--- config.mk ---
export PLATFORM = sky130hd
export DESIGN_NAME = onehot_request_arbiter
export DESIGN_NICKNAME = d
export VERILOG_FILES = /design/src/rtl/onehot_request_arbiter.sv
export SDC_FILE = /design/constraint.sdc
export NUM_CORES = 1
export LEC_CHECK = 0
export CORE_UTILIZATION = 56
export DETAILED_ROUTE_END_ITERATION = 7
export GPL_ROUTABILITY_DRIVEN = 0
export GPL_TIMING_DRIVEN = 0
export PLACE_DENSITY_LB_ADDON = 0.2
export SETUP_SLACK_MARGIN = 0.02
export SLEW_MARGIN = 20
export SYNTH_ARGS = -nofsm -noshare
export SYNTH_HDL_FRONTEND = slang
export SYNTH_SLANG_ARGS = --single-unit
export TNS_END_PERCENT = 100
--- constraint.sdc ---
create_clock -name i_clk -period 4.13 [get_ports i_clk]
set_clock_uncertainty 0.05 [all_clocks]
set_input_delay 0.413 -clock i_clk [delete_from_list [all_inputs] [get_ports i_clk]]
set_output_delay 0.413 -clock i_clk [all_outputs]
set_load 0.02 [all_outputs]
--- src/rtl/onehot_request_arbiter.sv ---
// onehot_request_arbiter
//   Captures rising edges on eight request lines into a pending vector and
//   hands them out one at a time as a registered one-hot grant under a
//   valid/ready handshake. The grant word always carries exactly one set bit
//   while o_grant_valid is high, so the downstream 8x3 encoder output is
//   meaningful whenever a grant is offered.
//
//   Configuration macro: ARB_FIXED_PRIO_EN
//     defined   -> fixed priority, lowest index wins, no round-robin pointer
//     undefined -> round-robin search starting at the pointer (default)
module onehot_request_arbiter #(
    parameter int NUM_REQ = 8,
    parameter int PTR_W   = 3
) (
    input  logic               i_clk,
    input  logic               i_rst_n,
    input  logic [NUM_REQ-1:0] i_req_in,
    output logic [NUM_REQ-1:0] o_grant_onehot,
    output logic               o_grant_valid,
    input  logic               i_grant_ready,
    output logic [NUM_REQ-1:0] o_pending,
    output logic               o_overflow
);

    // The handshake state is exactly "a grant is being offered".
    typedef enum logic {
        ST_IDLE  = 1'b0,
        ST_OFFER = 1'b1
    } state_t;

    state_t               r_state;
    state_t               w_state_next;

    logic [NUM_REQ-1:0]   r_req_d;
    logic [NUM_REQ-1:0]   r_pending;
    logic [NUM_REQ-1:0]   r_grant_onehot;
    logic                 r_overflow;

    logic [NUM_REQ-1:0]   w_rise;
    logic                 w_sel_found;
    logic [PTR_W-1:0]     w_sel;
    logic                 w_load;
    logic                 w_accept;
    logic [NUM_REQ-1:0]   w_clr;
    logic [NUM_REQ-1:0]   w_pending_next;
    logic                 w_overflow_next;

`ifndef ARB_FIXED_PRIO_EN
    logic [PTR_W-1:0]     r_rr_ptr;
`endif

    // Rising-edge detection against the previous cycle's request levels.
    // After reset r_req_d is zero, so a line already high counts as one event.
    always_comb begin
        w_rise = i_req_in & ~r_req_d;
    end

`ifdef ARB_FIXED_PRIO_EN
    // Fixed priority: the lowest-index pending line wins.
    always_comb begin
        w_sel       = '0;
        w_sel_found = 1'b0;
        for (int k = 0; k < NUM_REQ; k++) begin
            if (!w_sel_found && r_pending[k]) begin
                w_sel       = PTR_W'(k);
                w_sel_found = 1'b1;
            end
        end
    end
`else
    // Round-robin: search upward from the pointer, wrapping naturally through
    // the PTR_W-bit index arithmetic; the first pending line found wins.
    always_comb begin
        w_sel       = '0;
        w_sel_found = 1'b0;
        for (int k = 0; k < NUM_REQ; k++) begin
            if (!w_sel_found && r_pending[r_rr_ptr + PTR_W'(k)]) begin
                w_sel       = r_rr_ptr + PTR_W'(k);
                w_sel_found = 1'b1;
            end
        end
    end
`endif

    // A new grant is loaded whenever something is pending and the output slot
    // is free or being freed this cycle; w_sel_found is equivalent to a
    // non-zero pending vector. The cleared bit is the one being granted.
    always_comb begin
        w_accept        = (r_state == ST_OFFER) && i_grant_ready;
        w_load          = w_sel_found && ((r_state == ST_IDLE) || i_grant_ready);
        w_clr           = w_load ? (NUM_REQ'(1) << w_sel) : '0;
        w_pending_next  = (r_pending & ~w_clr) | w_rise;
        w_overflow_next = |(w_rise & r_pending & ~w_clr);
    end

    // Handshake next-state: stay offering while back-to-back loads continue,
    // fall back to idle once an accepted grant leaves nothing pending.
    always_comb begin
        w_state_next = r_state;
        case (r_state)
            ST_IDLE: begin
                if (w_load) begin
                    w_state_next = ST_OFFER;
                end
            end
            ST_OFFER: begin
                if (w_accept && !w_load) begin
                    w_state_next = ST_IDLE;
                end
            end
            default: begin
                w_state_next = ST_IDLE;
            end
        endcase
    end

    // Handshake state register.
    always_ff @(posedge i_clk or negedge i_rst_n) begin
        if (!i_rst_n) begin
            r_state <= ST_IDLE;
        end else begin
            r_state <= w_state_next;
        end
    end

    // Request history, pending events and the overflow pulse.
    always_ff @(posedge i_clk or negedge i_rst_n) begin
        if (!i_rst_n) begin
            r_req_d    <= '0;
            r_pending  <= '0;
            r_overflow <= 1'b0;
        end else begin
            r_req_d    <= i_req_in;
            r_pending  <= w_pending_next;
            r_overflow <= w_overflow_next;
        end
    end

    // Grant word: load a new one-hot grant, clear it on an accept with
    // nothing to follow, otherwise hold (this covers the stall case).
    always_ff @(posedge i_clk or negedge i_rst_n) begin
        if (!i_rst_n) begin
            r_grant_onehot <= '0;
        end else if (w_load) begin
            r_grant_onehot <= NUM_REQ'(1) << w_sel;
        end else if (w_accept) begin
            r_grant_onehot <= '0;
        end
    end

`ifndef ARB_FIXED_PRIO_EN
    // Round-robin pointer moves just past the line that was granted.
    always_ff @(posedge i_clk or negedge i_rst_n) begin
        if (!i_rst_n) begin
            r_rr_ptr <= '0;
        end else if (w_load) begin
            r_rr_ptr <= w_sel + PTR_W'(1);
        end
    end
`endif

    assign o_grant_onehot = r_grant_onehot;
    assign o_grant_valid  = (r_state == ST_OFFER);
    assign o_pending      = r_pending;
    assign o_overflow     = r_overflow;

endmodule

======== Yosys cells after proc, flatten, opt, wreduce, memory -nomap -nowiden ========
Cells that the tools add are included.
storage, ports and cells
  bits in registers ....................... 29
  bits of input ports ..................... 11
  word-level logic and storage cells ...... 90
  output and inout port bits .............. 18
cells by class
  reductions and logical operators ........ 21
  shifts and indexed selects .............. 1
  order comparisons ....................... 8
  add/subtract/negate cells ............... 8
  bitwise operators ....................... 8
  muxes and demuxes ....................... 38
operators by type and width
  kind                   count
  $and A8 B8 Y8          4
  $lt A3 B4 Y1 const B   8
  $bmux W1 S3            8
  $mux W3                8
  $mux W8                3
  $mux W1                18
  $not A8 Y8             2
  $add A3 B3 Y3 const B  4
  $logic_and A1 B1 Y1    10
  $logic_not A1 Y1       8
  $or A8 B8 Y8           1
  $reduce_or A8 Y1       1
  $shl A1 B3 Y8 const A  1
  $add A3 B1 Y3 const B  2
  $add A3 B2 Y3 const B  2
  $pmux W1 S2            1
  $reduce_bool A2 Y1     1
  $logic_or A1 B1 Y1     1
  $not A1 Y1             1

======== Depth between registers and ports, before layout ========
Gate-level depths: netlist (run 1).
  depth after elaboration ................. 29
  depth in mapped cells ................... 17
  depth with buffers taken out ............ 14

======== Worst setup path before layout (run 1) ========
OpenSTA, ideal clock, no wires.
  path kind ............................... flip-flop to flip-flop
  start point ............................. reg r_rr_ptr[0]
  end point ............................... reg r_rr_ptr[2]
  buffers on the path ..................... 3
  data required time ...................... 3953 ps
  cell stages (with the launch flop) ...... 16
  setup slack ............................. 827 ps
  period minus slack after synthesis ...... 3303 ps
  library setup time ...................... 127 ps
  arrival ................................. 3126 ps
  cell sequence ........................... dfrtp_1 > buf_6 > buf_12 > inv_1 > ha_1 > buf_2 > mux4_2 > mux2i_4 > a221o_1 > mux2i_1 > mux2i_1 > inv_1 > ha_1 > ha_1 > nand2_1 > o21ai_0
on the way
  longest elaborated chain between the ends .. 25
  elaborated cells between the ends (all ways) .. 55
  classes of those cells .................. add/sub (8); mux (32); reduce/logical (15)
RTL lines
  item                                                                    line  RTL
  start: declaration                                                      49    logic [PTR_W-1:0] r_rr_ptr;
  start signal: assignment                                                157   r_rr_ptr <= w_sel + PTR_W'(1);
  parallel branches: the longest is 25 deep, another holds $add A3 B1 Y3  --
Several ways; the timed one is not identified. The select of a mux whose other input is x is not followed.
A chain may end at the register's enable or synchronous reset.

======== Final worst setup path (run 1) ========
  start point ............................. reg r_rr_ptr[1]
  end point ............................... reg r_overflow, in the netlist o_overflow
on the way
  longest elaborated chain between the ends .. 29
  elaborated cells between the ends (all ways) .. 59
  classes of those cells .................. add/sub (7); shift (1); mux (33); bitwise (2); reduce/logical (16)
RTL lines
  item                                                                    line  RTL
  parallel branches: the longest is 25 deep, another holds $add A3 B1 Y3  --
  $mux W8 *                                                               91    w_clr = w_load ? (NUM_REQ'(1) << w_sel) : '0;
  $not A8 Y8 *                                                            93    w_overflow_next = |(w_rise & r_pending & ~w_clr);
  $and A8 B8 Y8 *                                                         93
  $reduce_or A8 Y1 *                                                      93
  net w_overflow_next                                                     46    logic w_overflow_next;
  end signal: assignment                                                  135   r_overflow <= w_overflow_next;
  end: declaration                                                        37    logic r_overflow;
Mark *: on every way through the listed nets, which the timed path passes. The select of a mux whose other input is x is not followed.

==> metrics, run 1 <==
Slowest Stage Delay on Critical Path 0.59 ns; combined global-route utilization of all metal layers 28.2%; Max Slew Vio Count 0; P_leak 1.08 nW; overflow left after global routing 0; y dimension of the die 66.0 µm; share of post-route cells with drive strength above 1 18.9%; Antenna Violating Nets Remaining 0; share of the yosys chip area belonging to registers 31.6%; number of placed instances, taps included 296; Area contributors post-synth sky130_fd_sc_hd__dfrtp_1, sky130_fd_sc_hd__mux4_2, sky130_fd_sc_hd__mux4_1, sky130_fd_sc_hd__mux2_2, sky130_fd_sc_hd__mux2i_1; Min Clock Period, post-route 3.79 ns; Resized Gates After CTS 0; first-pass GRT wire length 9120 µm; Met3 Routed Length 263 µm; worst min-delay path class input port to async pin; clock sink count 29; area leader, netlist sky130_fd_sc_hd__dfrtp_1; count of inserted antenna diode cells 0; Max-Cap Viols 0; number of global-route vias before repair 1,920; mean cell area of the mapped netlist 10.4 µm²; xor-xnor portion of the synthesized cell area 1.15%; count of standard-cell rows 22; H-Tree Level Count 2; dominant register cell in the synthesized netlist sky130_fd_sc_hd__dfrtp_1; post-detailed-route DRC marker count 0; endpoint required time on the critical path 4.29 ns; status finished clean; critical path type register to register; sum of buffers and inverters on the critical path 4; Synth Cell Area 0.00229 mm²; unrepaired setup endpoints after global routing no; initial antenna violation count 0; TritonCTS clock tree yes; Critical Path Fanout Max 10; Worst Tran Pin Value 0.632 ns; Total Nets Final 273; area after detailed placement 0.00263 mm²; # hold bufs at CTS 0; fraction of synthesized area in multiplexers 23.6%; wire length reported by the detailed router 5440 µm; syn nets 238; gate count after technology mapping 220; post-synthesis compound-gate area fraction 17.0%; Final period util 91.7%; PwrDens 939 mW/mm²; Fmax 0.264 GHz; relative slew slack 57.9%; number of hold violations in the final report 0; wire length the detailed router placed on met1 2330 µm; layout-stage area growth over the synthesis result 18.0%; sum of negative setup slack 0 ns; basic-gate share of the synthesized area counting and, or, nand and nor cells 17.9%; pin count of the biggest net entering global routing 30; clock latency at the later pin of the worst-skew pair 0.28 ns; endpoint type of the worst setup path register; DR pass1 iterations 4; Clock Path Buffers 2; amount of wire on met2 after detailed routing 2720 µm; cell at the slowest stage of the critical path sky130_fd_sc_hd__mux4_2; Post-synth EDFFs 0; area of the core region 0.00380 mm²; Port-buffer cells 28; number of buffers created by CTS 5; synth warn 0; die boundary width 66.0 µm; WL/cell 18.0 µm; endpoint arrival time on the critical path 3.95 ns; worst supply voltage drop on vdd 523 µV; total via count in the routed design 1,907; top library cells by usage in the layout, fill and taps aside sky130_fd_sc_hd__dfrtp_1, sky130_fd_sc_hd__clkdlybuf4s50_1, sky130_fd_sc_hd__nand2_1; final-report setup violation count 0; Boundary Pins 29; async set-or-reset flop fraction in the synthesized netlist 100%; effective utilization at floorplan 60.4%; most common cell after layout, fill and taps aside sky130_fd_sc_hd__dfrtp_1; post-route cell area 0.00271 mm²; category of the worst setup path launch point register; clock tree root driver cell sky130_fd_sc_hd__clkbuf_8; overall die area 0.00436 mm²; 1st-iter DRT viols 158; register bit count reported by yosys 29; Top Layer Used met4; setup bufs post-CTS 0; most prevalent standard cell on the critical path sky130_fd_sc_hd__ha_1; number of distinct library cells after synthesis 52; CP delay by family, top multiplexers; share of the synthesized area in the top cell type 31.6%; clock input transition at the sequential cells of the worst setup and hold paths 0.06 ns; Final HPWL DP 4050 µm; final cell count without fillers 302; list of cells traversed by the critical path buf_2 > inv_1 > ha_1 > buf_2 > mux4_2 > mux2i_4 > a221o_1 > mux2i_1 > mux2i_2 > inv_1 > ha_1 > ha_1 > nand2_1 > o21ai_0 > nand4b_1; routed via count divided by cell count 6.31; post-synthesis share of cell area spent on full adders, half adders and majority gates 3.82%; main combinational cell family by area after synthesis multiplexers
where the power goes:
part	internal, mW	switching, mW
clock	0.110	0.0972
sequential	0.360	0.0905
combinational	0.859	1.02
total	1.33	1.21
worst reg2reg max path, stage by stage, from the launching register on:
cell                       delay, ns
sky130_fd_sc_hd__dfrtp_1        0.34
sky130_fd_sc_hd__buf_2          0.24
sky130_fd_sc_hd__inv_1          0.19
sky130_fd_sc_hd__ha_1           0.39
sky130_fd_sc_hd__buf_2          0.28
sky130_fd_sc_hd__mux4_2         0.59
sky130_fd_sc_hd__mux2i_4        0.24
sky130_fd_sc_hd__a221o_1        0.18
sky130_fd_sc_hd__mux2i_1        0.07
sky130_fd_sc_hd__mux2i_2        0.29
sky130_fd_sc_hd__inv_1          0.11
sky130_fd_sc_hd__ha_1           0.27
sky130_fd_sc_hd__ha_1           0.21
sky130_fd_sc_hd__nand2_1        0.10
sky130_fd_sc_hd__o21ai_0        0.09
sky130_fd_sc_hd__nand4b_1       0.09
flip-flops by register name, indices dropped and copies added, names as in the netlist:
register / flops
r_rr_ptr: 3
o_pending: 8
o_grant_onehot: 8
o_overflow: 1
r_req_d: 8
o_grant_valid: 1
cells by family (layout without fill, tap and decap cells):
group / Yosys count / in the layout
fa+ha+maj: 7 / 7
mux: 33 / 33
flops: 29 / 29
compound gates: 56 / 56
xor+xnor: 3 / 3
simple gates: 72 / 72
buf+inv: 20 / 54
metrics by stage:
stage	util, %	power, mW	hold WS [ns]	setup WS [ns]
6_report	71.2	2.54	0.101	0.344
5_1_grt	71.2	2.74	0.158	0.0334
4_1_cts	71.1	2.51	0.120	0.286
3_5_place_dp	69.2	2.29	0.391	0.304
3_3_place_gp	69.3	2.25	0.388	0.377
2_1_floorplan	-	1.84	0.0674	0.827
cell usage after synthesis, types with 2 or more instances:
cell                       instances
sky130_fd_sc_hd__dfrtp_1          29
sky130_fd_sc_hd__nand2_1          22
sky130_fd_sc_hd__o21ai_0          14
sky130_fd_sc_hd__a21oi_1          11
sky130_fd_sc_hd__inv_1            10
sky130_fd_sc_hd__nor2b_1          10
sky130_fd_sc_hd__mux2_2            9
sky130_fd_sc_hd__mux2i_1           9
sky130_fd_sc_hd__nor2_1            9
sky130_fd_sc_hd__ha_1              7
sky130_fd_sc_hd__mux4_2            7
sky130_fd_sc_hd__nand2b_1          6
sky130_fd_sc_hd__nand3_1           6
sky130_fd_sc_hd__a31oi_1           5
sky130_fd_sc_hd__buf_2             5
sky130_fd_sc_hd__mux4_1            5
sky130_fd_sc_hd__o211ai_1          4
sky130_fd_sc_hd__a221oi_1          3
sky130_fd_sc_hd__a22o_1            3
sky130_fd_sc_hd__and2_1            3
sky130_fd_sc_hd__a22o_2            2
sky130_fd_sc_hd__buf_6             2
sky130_fd_sc_hd__clkbuf_1          2
sky130_fd_sc_hd__mux2i_4           2
sky130_fd_sc_hd__nand4b_1          2
sky130_fd_sc_hd__nor3b_1           2
sky130_fd_sc_hd__nor3b_2           2
sky130_fd_sc_hd__o21bai_1          2
sky130_fd_sc_hd__o22ai_1           2
sky130_fd_sc_hd__or2_2             2
sky130_fd_sc_hd__xnor2_1           2
path summary, 6_finish.rpt:
path	start	end	slack [ns]	cells after the start
max	r_rr_ptr[1]$_DFFE_PN0P_	o_overflow$_DFF_PN0_	0.34	15
min	i_rst_n	o_pending[0]$_DFF_PN0_	0.10	1
max reg2reg	r_rr_ptr[1]$_DFFE_PN0P_	o_overflow$_DFF_PN0_	0.34	15
min reg2reg	r_req_d[7]$_DFF_PN0_	o_pending[7]$_DFF_PN0_	0.41	1
max in group asynchronous	i_rst_n	o_pending[2]$_DFF_PN0_	3.51	1
min in group i_clk	r_req_d[7]$_DFF_PN0_	o_pending[7]$_DFF_PN0_	0.41	1
routing by layer:
layer,GRT usage (%),vias up
met4,12.0,0
met1,36.4,939
met3,6.03,14
li1,-,892
met5,0,-
met2,45.5,62
final cells by class:
class                           instances  area, µm²
Timing Repair Buffer                   28        275
Multi-Input combinational cell        171       1460
Clock buffer                            5       68.8
Clock inverter                          1       5.00
Fill cell                             272       1090
Buffer                                 10       75.1
Tap cell                               48       60.1
Inverter                               10       37.5
Sequential cell                        29        726
(Power assumes the default switching activity.)
==> run 2: changes to the inputs <==
--- a/config.mk
+++ b/config.mk
@@ -5,7 +5,9 @@
 export SDC_FILE = /design/constraint.sdc
 export NUM_CORES = 1
 export LEC_CHECK = 0
-export CORE_UTILIZATION = 56
+export CELL_PAD_IN_SITES_DETAIL_PLACEMENT = 1
+export CELL_PAD_IN_SITES_GLOBAL_PLACEMENT = 1
+export CORE_UTILIZATION = 44
 export DETAILED_ROUTE_END_ITERATION = 7
 export GPL_ROUTABILITY_DRIVEN = 0
 export GPL_TIMING_DRIVEN = 0
==> run 2 against run 1 <==
  * Critical path depth stayed put
  * Combinational power is 2% higher
  * Critical path type unchanged
  * Design area is 1.2% higher
  * Total power is 2.1% higher
  * Non-clock buffer count stayed put
  * First-iteration DRC count is 61% lower
  * Largest power group unchanged
  * Clock-buffer cell count is 3 higher
  * Die area is 26% higher
  * Setup slack worse by 0.075 ns
  * Utilization is 15 points lower
==> metrics, run 2 (synthesized netlist as in run 1, its figures left out) <==
status finished clean; sum of buffers and inverters on the critical path 4 (unchanged); total via count in the routed design 1,915 (+0.42%); crit path from r_rr_ptr[1]$_DFFE_PN0P_; GR peak layer met2; category of the worst setup path launch point register; Max-Cap Viols 0 (unchanged); combined global-route utilization of all metal layers 24.4% (-3.8 points); number of hold violations in the final report 0 (unchanged); global-route met2 utilization 42.1% (-3.4 points); Min Clock Period, post-route 3.86 ns (+0.0747 ns); worst min-delay path class input port to async pin; clock tree root driver cell sky130_fd_sc_hd__clkbuf_8; area taken by multi-input logic gates 0.00146 mm² (unchanged); routed via count divided by cell count 5.93 (-6.1%); area of the core region 0.00488 mm² (+28%); share of post-route cells with drive strength above 1 18.4% (-0.54 points); clock group share of total power 8.5% (+0.3 points); CP delay by family, top multiplexers; Finished Core Util 56.1% (-15 points); count of inserted antenna diode cells 0 (unchanged); post-detailed-route DRC marker count 0 (unchanged); total area of sequential cells 726 µm² (unchanged); PwrDens 947 mW/mm² (+0.86%); post-route cell area 0.00274 mm² (+1.2%); setup bufs post-CTS 0 (unchanged); TritonCTS clock tree yes; endpoint required time on the critical path 4.29 ns (about the same); Port-buffer cells 28 (unchanged); Total Nets Final 273 (unchanged); Worst Tran Pin Value 0.648 ns (+0.0160 ns); clock input transition at the sequential cells of the worst setup and hold paths 0.06 ns (about the same); list of cells traversed by the critical path buf_2 > inv_1 > ha_1 > clkbuf_4 > mux4_2 > mux2i_4 > a221o_1 > mux2i_1 > mux2i_2 > inv_1 > ha_1 > ha_1 > nand2_1 > o21ai_0 > nand4b_1; layout-stage area growth over the synthesis result 19.4%; final-report setup violation count 0 (unchanged); endpoint arrival time on the critical path 4.02 ns (+0.07 ns); count of standard-cell rows 25 (+14%); area after detailed placement 0.00265 mm² (+0.90%); Final HPWL DP 4630 µm (+14%); Antenna Violating Nets Remaining 0 (unchanged); sum of negative setup slack 0 ns (unchanged); relative slew slack 56.8% (-1.1 points); fillcell total 571 (+110%); first-pass GRT wire length 9840 µm (+7.9%); DR pass1 iterations 4 (unchanged); endpoint type of the worst setup path register; Slowest Stage Delay on Critical Path 0.58 ns (about the same); wire length reported by the detailed router 6120 µm (+12%); effective utilization at floorplan 47.0% (-13 points); P_leak 1.08 nW (about the same); sequential share of power 17.4% (-0.3 points); 1st-iter DRT viols 62 (-61%); Boundary Pins 29 (unchanged); most prevalent standard cell on the critical path sky130_fd_sc_hd__ha_1; die boundary width 74.2 µm (+12%); most common cell after layout, fill and taps aside sky130_fd_sc_hd__dfrtp_1; Clock Path Buffers 2 (unchanged); path length in cells of the critical path 15 (unchanged); Critical Path Fanout Max 10 (unchanged); cell count of the worst reg-to-reg path 15 (unchanged); final cell count without fillers 323 (+7.0%); Fmax 0.259 GHz (-1.9%); H-Tree Level Count 2 (unchanged); proportion of total power due to net switching 48.2% (+0.52 points); Resized Gates After CTS 0 (unchanged); number of global-route vias before repair 1,941 (+1.1%); Internal Power 1.34 mW (+1.1%); Reg2Reg Launch Point r_rr_ptr[1]$_DFFE_PN0P_; overall die area 0.00550 mm² (+26%); Max Slew Vio Count 0 (unchanged); unrepaired setup endpoints after global routing no; critical path type register to register; cell at the slowest stage of the critical path sky130_fd_sc_hd__mux4_2; met1 Track Usage GR 30.6% (-5.9 points); Critical Path Sink o_overflow$_DFF_PN0_; Final period util 93.5% (+1.8 points); number of placed instances, taps included 315 (+6.4%); y dimension of the die 74.2 µm (+12%); top library cells by usage in the layout, fill and taps aside sky130_fd_sc_hd__dfrtp_1, sky130_fd_sc_hd__clkdlybuf4s50_1, sky130_fd_sc_hd__nand2_1; clock sink count 29 (unchanged); worst supply voltage drop on vdd 456 µV (-13%); portion of total power attributed to combinational logic 74.1% (about the same); end of the worst register-to-register path o_overflow$_DFF_PN0_; # hold bufs at CTS 0 (unchanged); overflow left after global routing 0 (unchanged); clock latency at the later pin of the worst-skew pair 0.28 ns (about the same); WL/cell 18.9 µm (+5.1%); switching power of the nets 1.25 mW (+3.2%); met3 usage 4.34% (-1.7 points); pin count of the biggest net entering global routing 30 (unchanged); initial antenna violation count 0 (unchanged); worst reg-to-reg setup slack 0.27 ns (-0.07 ns); number of buffers created by CTS 5 (unchanged)
run 2: per-stage QoR:
step,total power [mW],setup WS [ns],hold WS (ns)
after floorplan,1.84,0.827,0.0674
after global placement,2.29,0.246,0.386
after detailed placement,2.33,0.207,0.421
after CTS,2.57,0.147,0.132
after global routing,2.78,0.0308,0.172
final,2.59,0.269,0.108
run 2: area by class of cell:
cell class                      count  area share (%)
Multi-Input combinational cell    171            53.3
Clock buffer                        8            2.92
Tap cell                           67            3.06
Timing Repair Buffer               28            10.1
Inverter                           10            1.37
Buffer                             10            2.83
Sequential cell                    29            26.5
run 2: layer usage:
layer | wire (µm) | share of wire [%]
met1 | 2710 | 44
met2 | 3140 | 51
met3 | 163 | 2.7
met4 | 104 | 1.7
met5 | 0 | 0
run 2: worst min-delay path by stage:
stage | to | startpoint | cells past startpoint | slack (ns)
CTS | o_pending[2]$_DFF_PN0_ | i_rst_n | 1 | 0.13
global route | r_req_d[5]$_DFF_PN0_ | i_rst_n | 1 | 0.17
global placement | o_pending[7]$_DFF_PN0_ | r_req_d[7]$_DFF_PN0_ | 1 | 0.39
finish | r_req_d[5]$_DFF_PN0_ | i_rst_n | 1 | 0.11
detailed placement | o_grant_onehot[7]$_DFFE_PN0P_ | o_grant_onehot[7]$_DFFE_PN0P_ | 2 | 0.42
floorplan | o_grant_onehot[0]$_DFFE_PN0P_ | i_rst_n | 0 | 0.07
run 2: power groups by stage:
stage / registers, mW / logic, mW / clock network [mW]
floorplan: 0.486 / 1.35 / 0
global placement: 0.451 / 1.84 / 0
detailed placement: 0.455 / 1.88 / 0
CTS: 0.450 / 1.90 / 0.226
global route: 0.463 / 2.08 / 0.237
finish: 0.451 / 1.92 / 0.222
==> edit 1, RTL diff (flow settings as in run 2) <==
The parameter `PTR_W` goes from 3 to 2.
--- a/src/rtl/onehot_request_arbiter.sv
+++ b/src/rtl/onehot_request_arbiter.sv
@@ -12,3 +12,3 @@
     parameter int NUM_REQ = 8,
-    parameter int PTR_W   = 3
+    parameter int PTR_W   = 2
 ) (
Function: changed (a bounded check fails within 4 cycles, from zero or initial values and one cycle with i_rst_n low).
==> edit 1 against run 2 <==
The run now ends with hold timing left; sequential cell count is 5 lower; synthesized cell count is 55% lower; hold slack got worse by 0.11 ns; wire length decreased by 56%; total power is 64% lower; global-route usage shrank 1.7 points; setup slack improved by 1.5 ns; cell area down 47%; synthesized area shrank 52%; count of clock-buffer cells in the layout down 5; combinational power is 79% lower; critical path type unchanged; largest cell class is now sequential cells; highest routed layer unchanged.
==> edit 1: results (changes against run 2) <==
<table>
<tr><th>Metric</th><th>Value</th></tr>
<tr><th colspan="2">Outcome</th></tr>
<tr><td>Status</td><td>complete, but fails checks</td></tr>
<tr><td>Failing checks</td><td>hold timing</td></tr>
<tr><th colspan="2">Logic synthesis</th></tr>
<tr><td>Mux share of post-synthesis cell area</td><td>4.072% (-19 points)</td></tr>
<tr><td>Cell variety after synth</td><td>33 (-37%)</td></tr>
<tr><td>Xor/xnor share of the synthesized area</td><td>0% (-1.1 points)</td></tr>
<tr><td>Adder-Cell Fraction of Synth Area</td><td>4.525% (+0.71 points)</td></tr>
<tr><th colspan="2">Global route</th></tr>
<tr><td>First-pass GRT wire length</td><td>4.395 mm (-55%)</td></tr>
<tr><td>Maximum number of pins on one net before global-route repair</td><td>25 (-17%)</td></tr>
<tr><td>GR Util met1</td><td>28.52% (-2.1 points)</td></tr>
<tr><td>Met2 routing resource usage after global routing</td><td>39.32% (-2.8 points)</td></tr>
<tr><td>Routing usage on met3</td><td>2.632% (-1.7 points)</td></tr>
<tr><td>Gr usage total</td><td>22.69% (-1.7 points)</td></tr>
<tr><th colspan="2">Routing</th></tr>
<tr><td>Total wirelength of the detailed-routed design</td><td>2.696 mm (-56%)</td></tr>
<tr><th colspan="2">Finish</th></tr>
<tr><td>Share of cells above drive strength 1</td><td>11.54% (-6.8 points)</td></tr>
<tr><td>Count of filler cells inserted in the layout</td><td>264 (-54%)</td></tr>
<tr><td>Final Net Count</td><td>146 (-47%)</td></tr>
<tr><th colspan="2">Timing</th></tr>
<tr><td>Final-layout worst hold slack</td><td>-0.001412 ns (-0.1095 ns)</td></tr>
<tr><td>Final Hold Violating Endpoints</td><td>2 (+2)</td></tr>
<tr><td>Worst slew slack as a fraction of its limit</td><td>61.94% (+5.1 points)</td></tr>
<tr><td>Post-route clock period utilization</td><td>56.48% (-37 points)</td></tr>
<tr><th colspan="2">Pwr</th></tr>
<tr><td>Static leakage</td><td>0.6385 nW (-41%)</td></tr>
<tr><td>Internal power component</td><td>566.8 uW (-58%)</td></tr>
<tr><th colspan="2">Clock tree</th></tr>
<tr><td>Clock root cell</td><td>sky130_fd_sc_hd__clkbuf_4</td></tr>
<tr><td>TritonCTS buffer count</td><td>3 (-2)</td></tr>
<tr><td>Worst-Skew Late Latency</td><td>0.32 ns (+0.04 ns)</td></tr>
<tr><td>H-tree depth</td><td>1 (-1)</td></tr>
<tr><th colspan="2">Critical path</th></tr>
<tr><td>Worst Path Max Fanout</td><td>8 (-2)</td></tr>
<tr><th colspan="2">Place</th></tr>
<tr><td>Placed cell areas</td><td>1393 um^2 (-47%)</td></tr>
<tr><td>Pre-CTS setup slack</td><td>1.876 ns (+1.669 ns)</td></tr>
</table>
-- edit 1: area by class of cell --
class / count / share of cell area [%]
sequential: 24 / 41.70
multi-input combinational: 64 / 31.19
timing repair buffer: 24 / 16.33
inverter: 10 / 2.606
tap: 28 / 2.433
clock inverter: 1 / 2.085
buffer: 4 / 2.085
clock buffer: 3 / 1.564
-- edit 1: worst paths after layout --
| kind | to | from | cells after the start |
|---|---|---|---|
| min | r_rr_ptr[0] | i_rst_n | 1 |
| max | o_overflow | o_pending[3] | 7 |
| min in group i_clk | o_pending[1] | r_req_d[1] | 1 |
| max reg2reg | o_overflow | o_pending[3] | 7 |
| min reg2reg | o_pending[1] | r_req_d[1] | 1 |
| max in group asynchronous | o_pending[4] | i_rst_n | 1 |
-- edit 1: critical path, delay by kind of cell, from the launching register on --
family	cells	cell delay, ns
AOI/OAI and AO/OA	3	0.40
adders and majority gates	1	0.34
and+or+nand+nor	3	0.85
DFF	1	0.57
==> edit 2, RTL diff (config.mk and constraints of run 2) <==
Without the edit above. Take the reset off `r_pending` and load it in a clocked block of its own.
--- a/src/rtl/onehot_request_arbiter.sv
+++ b/src/rtl/onehot_request_arbiter.sv
@@ -129,3 +129,2 @@
             r_req_d    <= '0;
-            r_pending  <= '0;
             r_overflow <= 1'b0;
@@ -133,5 +132,8 @@
             r_req_d    <= i_req_in;
-            r_pending  <= w_pending_next;
             r_overflow <= w_overflow_next;
         end
+    end
+
+    always_ff @(posedge i_clk) begin
+        r_pending <= w_pending_next;
     end
Function: changed (a bounded check fails within 4 cycles, from zero or initial values and one cycle with i_rst_n low).
==> edit 2 against run 2 <==
Total power grew 4.7%; sequential cell count is the same; global-route usage grew 0.67 points; first-iteration DRC count grew 85%; setup slack gained 0.012 ns; fmax grew 0.32%; cell area grew 0.14%; synthesized area shrank 1.7%; critical path type unchanged; wire length grew 2.2%; combinational power grew 2%.
==> edit 2: results (changes against run 2) <==
<table>
<tr><th>Metric</th><th>Value</th></tr>
<tr><th colspan="2">Pwr</th></tr>
<tr><td>Static leakage</td><td>1.090 nW (+0.64%)</td></tr>
<tr><td>Max VDD drop</td><td>0.0005452 V (+19%)</td></tr>
<tr><th colspan="2">Routing</th></tr>
<tr><td>Avg WL per Cell</td><td>19.35 um (+2.2%)</td></tr>
<tr><td>DRC violation total after the first TritonRoute iteration</td><td>115 (+85%)</td></tr>
<tr><td>Mean number of vias per cell</td><td>5.904 (-0.42%)</td></tr>
<tr><th colspan="2">Place</th></tr>
<tr><td>Sum of net half-perimeters after detailed placement</td><td>4.705 mm (+1.7%)</td></tr>
<tr><td>Pre-CTS setup slack</td><td>0.2213 ns (+0.01386 ns)</td></tr>
<tr><td>Port Buffers</td><td>28 (unchanged)</td></tr>
<tr><th colspan="2">Clock tree</th></tr>
<tr><td>Buffer depth of the longest clock path</td><td>2 (unchanged)</td></tr>
<tr><td>Hold bufs inserted after CTS</td><td>0 (unchanged)</td></tr>
<tr><th colspan="2">Global route</th></tr>
<tr><td>Gr usage total</td><td>25.04% (+0.67 points)</td></tr>
<tr><td>GR Util met1</td><td>32.69% (+2.1 points)</td></tr>
<tr><td>Maximum number of pins on one net before global-route repair</td><td>22 (-27%)</td></tr>
<tr><td>Met2 routing resource usage after global routing</td><td>41.69% (-0.43 points)</td></tr>
<tr><td>Number of global-route vias before repair</td><td>1893 (-2.5%)</td></tr>
<tr><td>Routing usage on met3</td><td>3.978% (-0.36 points)</td></tr>
<tr><th colspan="2">Logic synthesis</th></tr>
<tr><td>Ys async rst share</td><td>72.41% (-28 points)</td></tr>
<tr><td>Area contributors post-synth</td><td>sky130_fd_sc_hd__dfrtp_1, sky130_fd_sc_hd__dfxtp_1, sky130_fd_sc_hd__mux4_2, sky130_fd_sc_hd__mux4_1, sky130_fd_sc_hd__mux2_2</td></tr>
<tr><td>Part of the Yosys area used for sequential elements</td><td>30.43% (-1.2 points)</td></tr>
<tr><td>Synth cell count leaders</td><td>sky130_fd_sc_hd__nand2_1, sky130_fd_sc_hd__dfrtp_1, sky130_fd_sc_hd__o21ai_0, sky130_fd_sc_hd__a21oi_1</td></tr>
<tr><td>Net Count, Synth</td><td>238 (unchanged)</td></tr>
<tr><th colspan="2">Finish</th></tr>
<tr><td>Share of cells above drive strength 1</td><td>19.92% (+1.6 points)</td></tr>
<tr><th colspan="2">Outcome</th></tr>
<tr><td>Status</td><td>complete, no violations</td></tr>
<tr><th colspan="2">Timing</th></tr>
<tr><td>Worst slew slack as a fraction of its limit</td><td>55.69% (-1.1 points)</td></tr>
<tr><th colspan="2">Critical path</th></tr>
<tr><td>CP Data Arrival Time</td><td>4.02 ns (about the same)</td></tr>
</table>
-- edit 2: through the flow --
stage                     power, mW  util, %  std cells  instance area, um^2
after floorplan               1.838        -        220                 2253
after global placement        2.289    54.34        315                 2618
after detailed placement      2.345    54.34        315                 2618
after CTS                     2.676    56.75        323                 2734
after global routing          2.892    56.94        323                 2743
final                         2.716    56.94        323                 2743
-- edit 2: metal layers --
metal	up-vias	wire length, um
met5	-	0
met4	0	140
met3	13	201
met2	43	3178
met1	958	2729
li1	893	-
-- edit 2: repair_timing --
| item | in CTS | in global routing |
|---|---|---|
| resized for setup | 0 | 4 |
| endpoints found under the setup margin | 0 | 3 |
| buffers inserted | 0 | 0 |
-- edit 2: path summary, 6_finish.rpt --
check / slack [ns] / end / startpoint
max in group asynchronous: 3.66 / r_rr_ptr[1] / i_rst_n
max: 0.28 / o_overflow / r_rr_ptr[1]
min reg2reg: 0.42 / o_pending[7] / r_req_d[7]
max reg2reg: 0.28 / o_overflow / r_rr_ptr[1]
min in group i_clk: 0.42 / o_pending[7] / r_req_d[7]
min: 0.04 / r_req_d[0] / i_rst_n
-- edit 2: power by group --
group          total (mW)  switching (mW)  internal [mW]
clock               0.302           0.106          0.196
combinational        1.96            1.09          0.875
sequential          0.453          0.0918          0.361
total                2.72            1.28           1.43
-- edit 2: worst max-delay path, cell delays in order (launching register included) --
cell and delay, ns:
sky130_fd_sc_hd__dfrtp_1 0.34, sky130_fd_sc_hd__buf_2 0.24, sky130_fd_sc_hd__inv_1 0.20, sky130_fd_sc_hd__ha_1 0.40, sky130_fd_sc_hd__clkbuf_4 0.25, sky130_fd_sc_hd__mux4_2 0.57, sky130_fd_sc_hd__mux2i_4 0.27, sky130_fd_sc_hd__a221o_1 0.20
sky130_fd_sc_hd__mux2i_1 0.09, sky130_fd_sc_hd__mux2i_2 0.30, sky130_fd_sc_hd__inv_1 0.12, sky130_fd_sc_hd__ha_1 0.26, sky130_fd_sc_hd__ha_1 0.20, sky130_fd_sc_hd__nand2_1 0.10, sky130_fd_sc_hd__o21ai_0 0.11, sky130_fd_sc_hd__nand4b_1 0.09
-- edit 2: cells by family after synthesis --
family | after synthesis | synth area share (%)
compound gates | 56 | 17.32
mux | 33 | 23.99
simple gates | 72 | 18.21
flops | 29 | 30.43
buf+inv | 20 | 4.997
fa+ha+maj | 7 | 3.887
xor+xnor | 3 | 1.166
-- edit 2: cell type report --
cell class	instances	area, um^2
multi-input cells	171	1466
well taps	67	83.83
clock inverters	1	30.03
inverters	10	37.54
plain buffers	10	77.57
clock buffers	7	86.33
repair buffers	28	275.3
flip-flops and latches	29	685.7
fillers	557	2074
